## src/rtl/bitstream_decoder.sv

```systemverilog
// Stochastic bitstream decoder: counts ones over a 2^WIDTH-cycle window.
// Define DECODER_BIPOLAR_EN for signed 2*ones-N output instead of raw count.
module bitstream_decoder #(
  parameter int WIDTH = 8
) (
  input  logic             clk,
  input  logic             rst,
  input  logic             start,
  input  logic             x,
  input  logic             ready,
  output logic             busy,
  output logic [WIDTH+1:0] value,
  output logic             valid
);

  typedef enum logic [1:0] {
    IDLE  = 2'd0,
    ACCUM = 2'd1,
    HOLD  = 2'd2
  } state_t;

  localparam logic [WIDTH+1:0] N_EXT =
    {2'b01, {WIDTH{1'b0}}};

  state_t           state;
  logic [WIDTH:0]   ones;
  logic [WIDTH-1:0] cnt;
  logic             done;

  function automatic logic [WIDTH+1:0] encode(
    input logic [WIDTH:0] o
  );
`ifdef DECODER_BIPOLAR_EN
    return {o, 1'b0} - N_EXT;
`else
    return {1'b0, o};
`endif
  endfunction

  always_ff @(posedge clk) begin
    if (rst) begin
      state <= IDLE;
      ones  <= '0;
      cnt   <= '0;
      done  <= 1'b0;
      busy  <= 1'b0;
      valid <= 1'b0;
      value <= '0;
    end else begin
      unique case (state)
        IDLE: begin
          if (start) begin
            state <= ACCUM;
            ones  <= '0;
            cnt   <= '0;
            done  <= 1'b0;
            busy  <= 1'b1;
          end
        end
        ACCUM: begin
          // done marks the Nth sample taken; next edge publishes it
          if (!done) begin
            ones <= ones + {{WIDTH{1'b0}}, x};
            cnt  <= cnt + WIDTH'(1);
            if (cnt == '1)
              done <= 1'b1;
          end else begin
            state <= HOLD;
            value <= encode(ones);
            valid <= 1'b1;
            busy  <= 1'b0;
          end
        end
        HOLD: begin
          if (ready) begin
            valid <= 1'b0;
            if (start) begin
              state <= ACCUM;
              ones  <= '0;
              cnt   <= '0;
              done  <= 1'b0;
              busy  <= 1'b1;
            end else begin
              state <= IDLE;
            end
          end
        end
        default: begin
          state <= IDLE;
          busy  <= 1'b0;
          valid <= 1'b0;
        end
      endcase
    end
  end

endmodule

```

## config.mk

```make
export PLATFORM = sky130hd
export DESIGN_NAME = bitstream_decoder
export DESIGN_NICKNAME = d
export VERILOG_FILES = /design/src/rtl/bitstream_decoder.sv
export SDC_FILE = /design/constraint.sdc
export NUM_CORES = 1
export LEC_CHECK = 0
export CAP_MARGIN = 10
export CORE_MARGIN = 2
export CORE_UTILIZATION = 40
export CTS_BUF_LIST = sky130_fd_sc_hd__clkbuf_8
export DETAILED_ROUTE_END_ITERATION = 10
export DONT_BUFFER_PORTS = 1
export SYNTH_ARGS = -nofsm -noshare
export SYNTH_HDL_FRONTEND = slang
export SYNTH_SLANG_ARGS = --single-unit
```

## constraint.sdc

```tcl
create_clock -name clk -period 1.9 [get_ports clk]
set_clock_uncertainty 0.2 [all_clocks]
set_input_delay 0.57 -clock clk [delete_from_list [all_inputs] [get_ports clk]]
set_output_delay 0.57 -clock clk [all_outputs]
set_load 0.05 [all_outputs]
```

# Word-level counts from Yosys, hierarchy flattened
# Index checks and enable logic that the tools add are counted.
# word_totals
word_cells	50
inputBits	5
reg_bits	31
out_inout_bits	12
# classes
n_eq_ne	7
n_reduce_logical	8
bitwise	1
mux	25
add_sub_neg	2
# op_table
operator	count
$mux 9	3
$pmux 9 s3	1
$mux 8	3
$pmux 8 s3	1
$mux 1	10
$add 9x1->9	1
$pmux 1 s3	3
$reduce_and 3->1	3
$add 8x1->8 const B	1
$eq 8x8->1 const B	1
$ne 2x2->1 const B	4
$mux 2	3
$pmux 2 s3	1
$reduce_and 2->1	3
$reduce_bool 3->1	1
$eq 2x1->1 const B	1
$eq 2x2->1 const B	1
$logic_not 2->1	1
$not 1->1	1

# Logic depth before layout (Yosys ltp)
# Gate-level depths: netlist of run 1.
# depth
word_depth	4
mapped_depth	7
mapped_depth_nobuf	6

# Least setup slack after synthesis of run 1
# OpenSTA, ideal clock, no wires.
# synth_path
path_type	input to register
start	in x
end	reg ones[8]
required_ns	1.628
setup_ns	0.072
setup_slack_ns	0.093
t_arrival_ns	1.535
stages	6
cell_sequence	ha_1 ha_1 nor2b_1 o21ai_2 a211oi_2 mux2i_1
# synth_via
elab_chain_len	3
# synth_lines
item	line_no	rtl
from (decl)	9	input logic x,
$add 9x1->9	63	ones <= ones + {{WIDTH{1'b0}}, x};
$mux 9	62	if (!done) begin
$pmux 9 s3	50	unique case (state)
to (signal assigned)	63	
to (decl)	26	logic [WIDTH:0] ones;
# No other way between the ends. The select of a mux whose other input is x is not followed.
# A chain may end at the register's enable or synchronous reset.

# Worst setup path in the final report of run 1
# layout_path
start	reg valid
end	out valid
# layout_lines
item	line_no	rtl
from (decl)	13	output logic valid
from (signal assigned)	47	valid <= 1'b0;
from (signal assigned)	70	valid <= 1'b1;
from (signal assigned)	76	valid <= 1'b0;
# No word-level cell between the ends.

==> impl_metrics.json, run 1 <==
{
  "number_of_cell_rows": 22,
  "post_route_cells_drive_above_1_share": 0.162,
  "finalWorstPathRequiredPeriod_ps": 1720,
  "n_antenna_cell": 0,
  "synth_largest_type_area_fraction": 0.396,
  "worst_hold_path.endpoint": "value[1]",
  "synth-seq-area-share": 0.396,
  "timing.setup.tns_ps": 0,
  "cts-buffers-inserted": 5,
  "min_from": "rst",
  "regToRegStartpoint": "ones[0]",
  "r2r_setup_slack_ps": 200,
  "clock_path_buffers": 2,
  "detail_route.first_pass.iterations": 4,
  "floorplan.initialDensity": 0.422,
  "top_achievable_clock_speed_ghz": 0.583,
  "cts-hold-fix-buffers": 0,
  "vdd_drop_max_v": 0.000429,
  "syn_avg_cell_area_um2": 9.39,
  "hold_class": "input port to flip-flop",
  "status": "finished clean",
  "finalWirelength_um": 2900,
  "grt_max_degree": 19,
  "dieArea_mm2": 0.00444,
  "drcViolationCount": 0,
  "netlist_top_cells_area": "sky130_fd_sc_hd__dfxtp_1 (40%), sky130_fd_sc_hd__mux2i_1 (13%), sky130_fd_sc_hd__nand2_1 (4.5%)",
  "synth_seq_cells": 31,
  "synthesis.area_mm2": 0.00157,
  "number_of_global_route_vias_before_repair": 1126,
  "final-setup-viol-count": 0,
  "fin_nets": 181,
  "timing_worst_slew_pin_value_ps": 555,
  "grt_first_pass_wirelength_um": 5050,
  "setup.worst_path.start_class": "flip-flop",
  "design.portCount": 17,
  "hold_viol_final": 0,
  "r2r-end": "ones[6]",
  "cellLeakagePower_uw": 0.000651,
  "final_non_filler_cell_area_mm2": 0.00172,
  "dominant_synthesized_flop_cell": "sky130_fd_sc_hd__dfxtp_1",
  "port-buffer-count": 0,
  "max_slew_margin": 0.630,
  "final.period_utilization": 0.903,
  "globalRouteTotalUtil": 0.153,
  "area_growth_pct": 9.58,
  "synth-edff-count": 0,
  "synth_most_common_cell": "sky130_fd_sc_hd__dfxtp_1",
  "clkLatencyLatePin_ps": 270,
  "netlist-cell-type-count": 37,
  "antenna_found_initial": 0,
  "avgViaCountPerCell": 5.24,
  "placed_area_mm2": 0.00162,
  "worstSetupPathType": "flip-flop to primary output",
  "synth_nets": 175,
  "yosys-top-cells-count": "sky130_fd_sc_hd__dfxtp_1 (31), sky130_fd_sc_hd__mux2i_1 (20), sky130_fd_sc_hd__nand2_1 (19), sky130_fd_sc_hd__nor2_1 (17), sky130_fd_sc_hd__a21oi_1 (10)",
  "power_uw": 1400,
  "post_synth_inst_count": 167,
  "number_of_setup_buffers_added_after_cts": 0,
  "holdPathStages": 1,
  "cts-root-buf": "sky130_fd_sc_hd__clkbuf_8",
  "worst-endpoint-arrival_ps": 950,
  "postLayoutCoreUtil": 0.462,
  "setup_repair_after_global_routing_missed_its_margin": "no",
  "detail-route-antenna-nets": 0,
  "cts_tree": "built",
  "drt_iter0_drc": 55,
  "critPathCaptureType": "primary output",
  "die_height_um": 66.6,
  "async_flop_share": 0,
  "clkSinkCount": 31,
  "cts_max_level": 2,
  "die_width_um": 66.6,
  "grt.overflow.total": 0,
  "worst_setup_hold_path_clk_slew_ps": 60,
  "crit_required_ps": 1130,
  "synth.yosys.warnings": 0,
  "total_of_max_cap_violations": 0,
  "slew_viol_final": 0,
  "synth_top_area_cell": "sky130_fd_sc_hd__dfxtp_1",
  "globalplace.congestion": 0.789,
  "fillers": 356,
  "reg2regPathDepth": 6,
  "fin_worst_hold_slack_ps": 160,
  "coreArea_mm2": 0.00372,
  "hpwlAfterDp_um": 2080,
  "vias": 1158,
  "cts_resized": 0,
  "power-per-cell-area_mw_per_mm2": 812,
  "crit_path_max_fanout": 3,
  "route.detailed.wl_per_inst_um": 13.1
}
==> layer usage <==
metal	vias to the layer above	wire length (um)	global-route usage
met2	19	1280	0.235
met3	4	136	0.0439
met1	547	1440	0.195
met5	-	0	0
li1	588	-	-
met4	0	42	0.0765
==> where the power goes <==
part | total (uW) | internal, uW | leakage [uW] | switching [uW]
clock network | 606 | 378 | 0.0000554 | 228
logic | 113 | 50.9 | 0.000345 | 61.9
registers | 677 | 659 | 0.000251 | 18.0
total | 1400 | 1090 | 0.000651 | 307
==> sequential cells by signal, summed over array words and instances (netlist names) <==
name / count
busy: 1
cnt: 8
done: 1
ones: 9
state: 2
valid: 1
value: 9
==> final cells by class <==
class | count | area, um^2 | share of cell area
Clock inverter | 2 | 33.8 | 0.0197
Tap cell | 48 | 60.1 | 0.0350
Timing Repair Buffer | 9 | 67.6 | 0.0393
Inverter | 2 | 7.51 | 0.00437
Multi-Input combinational cell | 124 | 860 | 0.500
Clock buffer | 5 | 68.8 | 0.0401
Sequential cell | 31 | 621 | 0.361
==> cells by family after synthesis <==
group	Yosys count	share of synthesized area
simple gates	68	0.231
compound gates	32	0.164
flops	31	0.396
mux	20	0.128
buf+inv	12	0.0559
fa+ha+maj	3	0.0239
other cells	1	0.00239
==> worst max path at each step <==
stage	cells past startpoint	to	slack, ps	from
CTS	0	valid	160	valid
detailed placement	6	ones[6]	0.8	x
global route	5	ones[6]	70	ones[0]
finish	0	valid	180	valid
floorplan	6	ones[8]	90	x
global placement	6	ones[8]	60	x
==> worst reg2reg max path, delay by kind of cell, from the launching register on <==
kind	cells	cell delay (ps)
DFF	1	360
and+or+nand+nor	1	160
adders and majority gates	2	350
AOI/OAI and AO/OA	2	340
muxes	1	220
==> stage by stage <==
| step | setup slack, ps | cells |
|---|---|---|
| final | 185 | 221 |
| after global routing | 71.9 | 221 |
| after CTS | 164 | 221 |
| after detailed placement | 0.809 | 214 |
| after global placement | 57.3 | 214 |
| after floorplan | 93.5 | 167 |
==> cells in the final DEF (no fill, tap or decap), drive strengths merged <==
| cell type | Yosys | layout |
|---|---|---|
| dfxtp | 31 | 31 |
| mux2i | 20 | 20 |
| nand2 | 19 | 19 |
| nor2 | 17 | 17 |
| a21oi | 16 | 16 |
| nand2b | 10 | 10 |
| buf | 8 | 9 |
| nand3 | 7 | 7 |
| clkbuf | 2 | 5 |
| or2b | 4 | 4 |
| a211oi | 4 | 4 |
| inv | 2 | 3 |
| a21boi | 3 | 3 |
| a32oi | 3 | 3 |
| ha | 3 | 3 |
| nor2b | 3 | 3 |
| nand3b | 2 | 2 |
| and4 | 2 | 2 |
| and2b | 1 | 1 |
| o21bai | 1 | 1 |
| o22a | 1 | 1 |
| nand4b | 1 | 1 |
| o21ai | 1 | 1 |
| nand4 | 1 | 1 |
| o211ai | 1 | 1 |
| a31oi | 1 | 1 |
| nor3b | 1 | 1 |
| a21o | 1 | 1 |
| conb | 1 | 1 |
| bufinv | 0 | 1 |
Power figures use the tool's default switching activity.
==> run 2: changes to the inputs <==
--- a/config.mk
+++ b/config.mk
@@ -5,12 +5,16 @@
 export SDC_FILE = /design/constraint.sdc
 export NUM_CORES = 1
 export LEC_CHECK = 0
+export ABC_AREA = 1
 export CAP_MARGIN = 10
+export CELL_PAD_IN_SITES_DETAIL_PLACEMENT = 0
+export CELL_PAD_IN_SITES_GLOBAL_PLACEMENT = 1
 export CORE_MARGIN = 2
 export CORE_UTILIZATION = 40
 export CTS_BUF_LIST = sky130_fd_sc_hd__clkbuf_8
 export DETAILED_ROUTE_END_ITERATION = 10
 export DONT_BUFFER_PORTS = 1
+export PLACE_DENSITY_LB_ADDON = 0.1
 export SYNTH_ARGS = -nofsm -noshare
 export SYNTH_HDL_FRONTEND = slang
 export SYNTH_SLANG_ARGS = --single-unit
==> constraint.sdc (replaced) <==
create_clock -name clk -period 1.8 [get_ports clk]
set_clock_uncertainty 0.2 [all_clocks]
set_input_delay 0.54 -clock clk [delete_from_list [all_inputs] [get_ports clk]]
set_output_delay 0.54 -clock clk [all_outputs]
set_load 0.05 [all_outputs]
==> impl_metrics.json, run 2 <==
{
  "post_synth_inst_count": 202,
  "coreArea_mm2": 0.00342,
  "clkLatencyLatePin_ps": 280,
  "number_of_global_route_vias_before_repair": 1292,
  "fillers": 351,
  "crit_required_ps": 1060,
  "worst_setup_hold_path_clk_slew_ps": 60,
  "synth_largest_type_area_fraction": 0.424,
  "die_height_um": 64.5,
  "worstSetupStartpoint": "value[3]",
  "hpwlAfterDp_um": 2090,
  "async_flop_share": 0,
  "hold_viol_final": 0,
  "die_width_um": 64.5,
  "slew_viol_final": 0,
  "commonest_cells_after_routing_fill_and_taps_aside": "sky130_fd_sc_hd__nand2_1 (53), sky130_fd_sc_hd__a21oi_1 (31), sky130_fd_sc_hd__dfxtp_1 (31)",
  "setup_repair_after_global_routing_missed_its_margin": "no",
  "netlist-cell-type-count": 21,
  "status": "finished clean",
  "cts_resized": 0,
  "min_from": "rst",
  "avgViaCountPerCell": 4.99,
  "crit_path_max_fanout": 2,
  "synth_seq_cells": 31,
  "dp_worst_setup_slack_ps": 44.7,
  "post_route_cells_drive_above_1_share": 0.103,
  "finalWirelength_um": 2890,
  "globalplace.congestion": 0.825,
  "vias": 1248,
  "vdd_drop_max_v": 0.000557,
  "synth.yosys.warnings": 0,
  "worstSetupPathType": "flip-flop to primary output",
  "number_of_cell_rows": 21,
  "finalWorstPathRequiredPeriod_ps": 1660,
  "floorplan.initialDensity": 0.429,
  "layout_top_registers": "ones x9, value x9, cnt x8",
  "synth-edff-count": 0,
  "cts-buffers-inserted": 5,
  "route.detailed.wl_per_inst_um": 11.6,
  "synth_top_area_cell": "sky130_fd_sc_hd__dfxtp_1",
  "timing.setup.tns_ps": 0,
  "grt_first_pass_wirelength_um": 5440,
  "dominant_synthesized_flop_cell": "sky130_fd_sc_hd__dfxtp_1",
  "drt_iter0_drc": 47,
  "netlist_top_cells_area": "sky130_fd_sc_hd__dfxtp_1 (42%), sky130_fd_sc_hd__nand2_1 (14%), sky130_fd_sc_hd__a21oi_1 (11%)",
  "design.portCount": 17,
  "setup.worst_path.start_class": "flip-flop",
  "fin_ws_ps": 137,
  "grt.overflow.total": 0,
  "antenna_found_initial": 0,
  "synth-seq-area-share": 0.424,
  "cellLeakagePower_uw": 0.000579,
  "n_antenna_cell": 0,
  "total_of_max_cap_violations": 0,
  "top_achievable_clock_speed_ghz": 0.601,
  "number_of_setup_buffers_added_after_cts": 0,
  "dieArea_mm2": 0.00416,
  "final.period_utilization": 0.924,
  "syn_avg_cell_area_um2": 7.25,
  "cts-hold-fix-buffers": 0,
  "critPathCaptureType": "primary output",
  "timing_worst_slew_pin_value_ps": 522,
  "fin_nets": 212,
  "final-setup-viol-count": 0,
  "yosys-top-cells-count": "sky130_fd_sc_hd__nand2_1 (53), sky130_fd_sc_hd__a21oi_1 (31), sky130_fd_sc_hd__dfxtp_1 (31), sky130_fd_sc_hd__nand3_1 (22), sky130_fd_sc_hd__nor2_1 (20)",
  "globalRouteTotalUtil": 0.169,
  "max_slew_margin": 0.652,
  "layout.cells.most_common": "sky130_fd_sc_hd__nand2_1",
  "synthesis.area_mm2": 0.00147,
  "detail-route-antenna-nets": 0,
  "synth_nets": 210,
  "grt_max_degree": 28,
  "clock_path_buffers": 2,
  "synth_most_common_cell": "sky130_fd_sc_hd__nand2_1",
  "power-per-cell-area_mw_per_mm2": 851,
  "detail_route.first_pass.iterations": 4,
  "clkSinkCount": 31,
  "drcViolationCount": 0,
  "cts_max_level": 2,
  "regToRegStartpoint": "ones[0]",
  "area_growth_pct": 7.77,
  "multi_input_gate_area_in_the_final_layout_um2": 722,
  "hold_class": "input port to flip-flop",
  "port-buffer-count": 0,
  "final-seq-area_um2": 621,
  "cts-root-buf": "sky130_fd_sc_hd__clkbuf_8",
  "cts_tree": "built",
  "worst-endpoint-arrival_ps": 920
}
run 2: cell count changes after synthesis, sizes merged, moves of 4 or more:
cell / previous run / this run
nor2: 17 / 21
or2b: 4 / 0
nand3: 7 / 29
nand2b: 10 / 0
mux2i: 20 / 0
a211oi: 4 / 0
nand2: 19 / 55
inv: 2 / 17
a21oi: 16 / 31
run 2: final cells by class:
cell class / instances / share of cell area
multi-input combinational: 145 / 0.457
sequential: 31 / 0.393
clock buffer: 6 / 0.0523
inverter: 18 / 0.0436
tap: 46 / 0.0365
timing repair buffer: 3 / 0.0143
clock inverter: 1 / 0.00317
run 2: final timing paths:
check        slack (ps)  cells after the start  endpoint
min                 120                      1   ones[1]
max                 140                      0  value[3]
min reg2reg         280                      2    cnt[3]
max reg2reg         250                      8   ones[8]
run 2: report_power, final:
| group | switching (uW) | internal [uW] |
|---|---|---|
| Clock | 236 | 299 |
| Sequential | 16.0 | 695 |
| Combinational | 69.8 | 27.4 |
| Total | 322 | 1020 |
run 2: logic make-up after synthesis:
kind of cell    share of synthesized area
compound gates                      0.120
flops                               0.424
fa+ha+maj                          0.0256
other cells                       0.00256
simple gates                        0.345
buf+inv                            0.0837
run 2: through the flow:
stage / hold WS (ps) / instances / utilization / instance area, um^2 / total power, uW
6_report: 122 / 250 / 0.462 / 1580 / 1340
2_1_floorplan: 247 / 202 / - / 1470 / 823
3_3_place_gp: 262 / 243 / 0.437 / 1490 / 823
3_5_place_dp: 272 / 243 / 0.437 / 1490 / 826
5_1_grt: 104 / 250 / 0.462 / 1580 / 1420
4_1_cts: 110 / 250 / 0.462 / 1580 / 1370
run 2: per-layer routing:
metal	vias to the layer above	track usage	routed length (um)
met5	-	0	0
met1	570	0.198	1380
met4	0	0.0798	46
met2	21	0.281	1330
met3	4	0.0521	144
li1	653	-	-
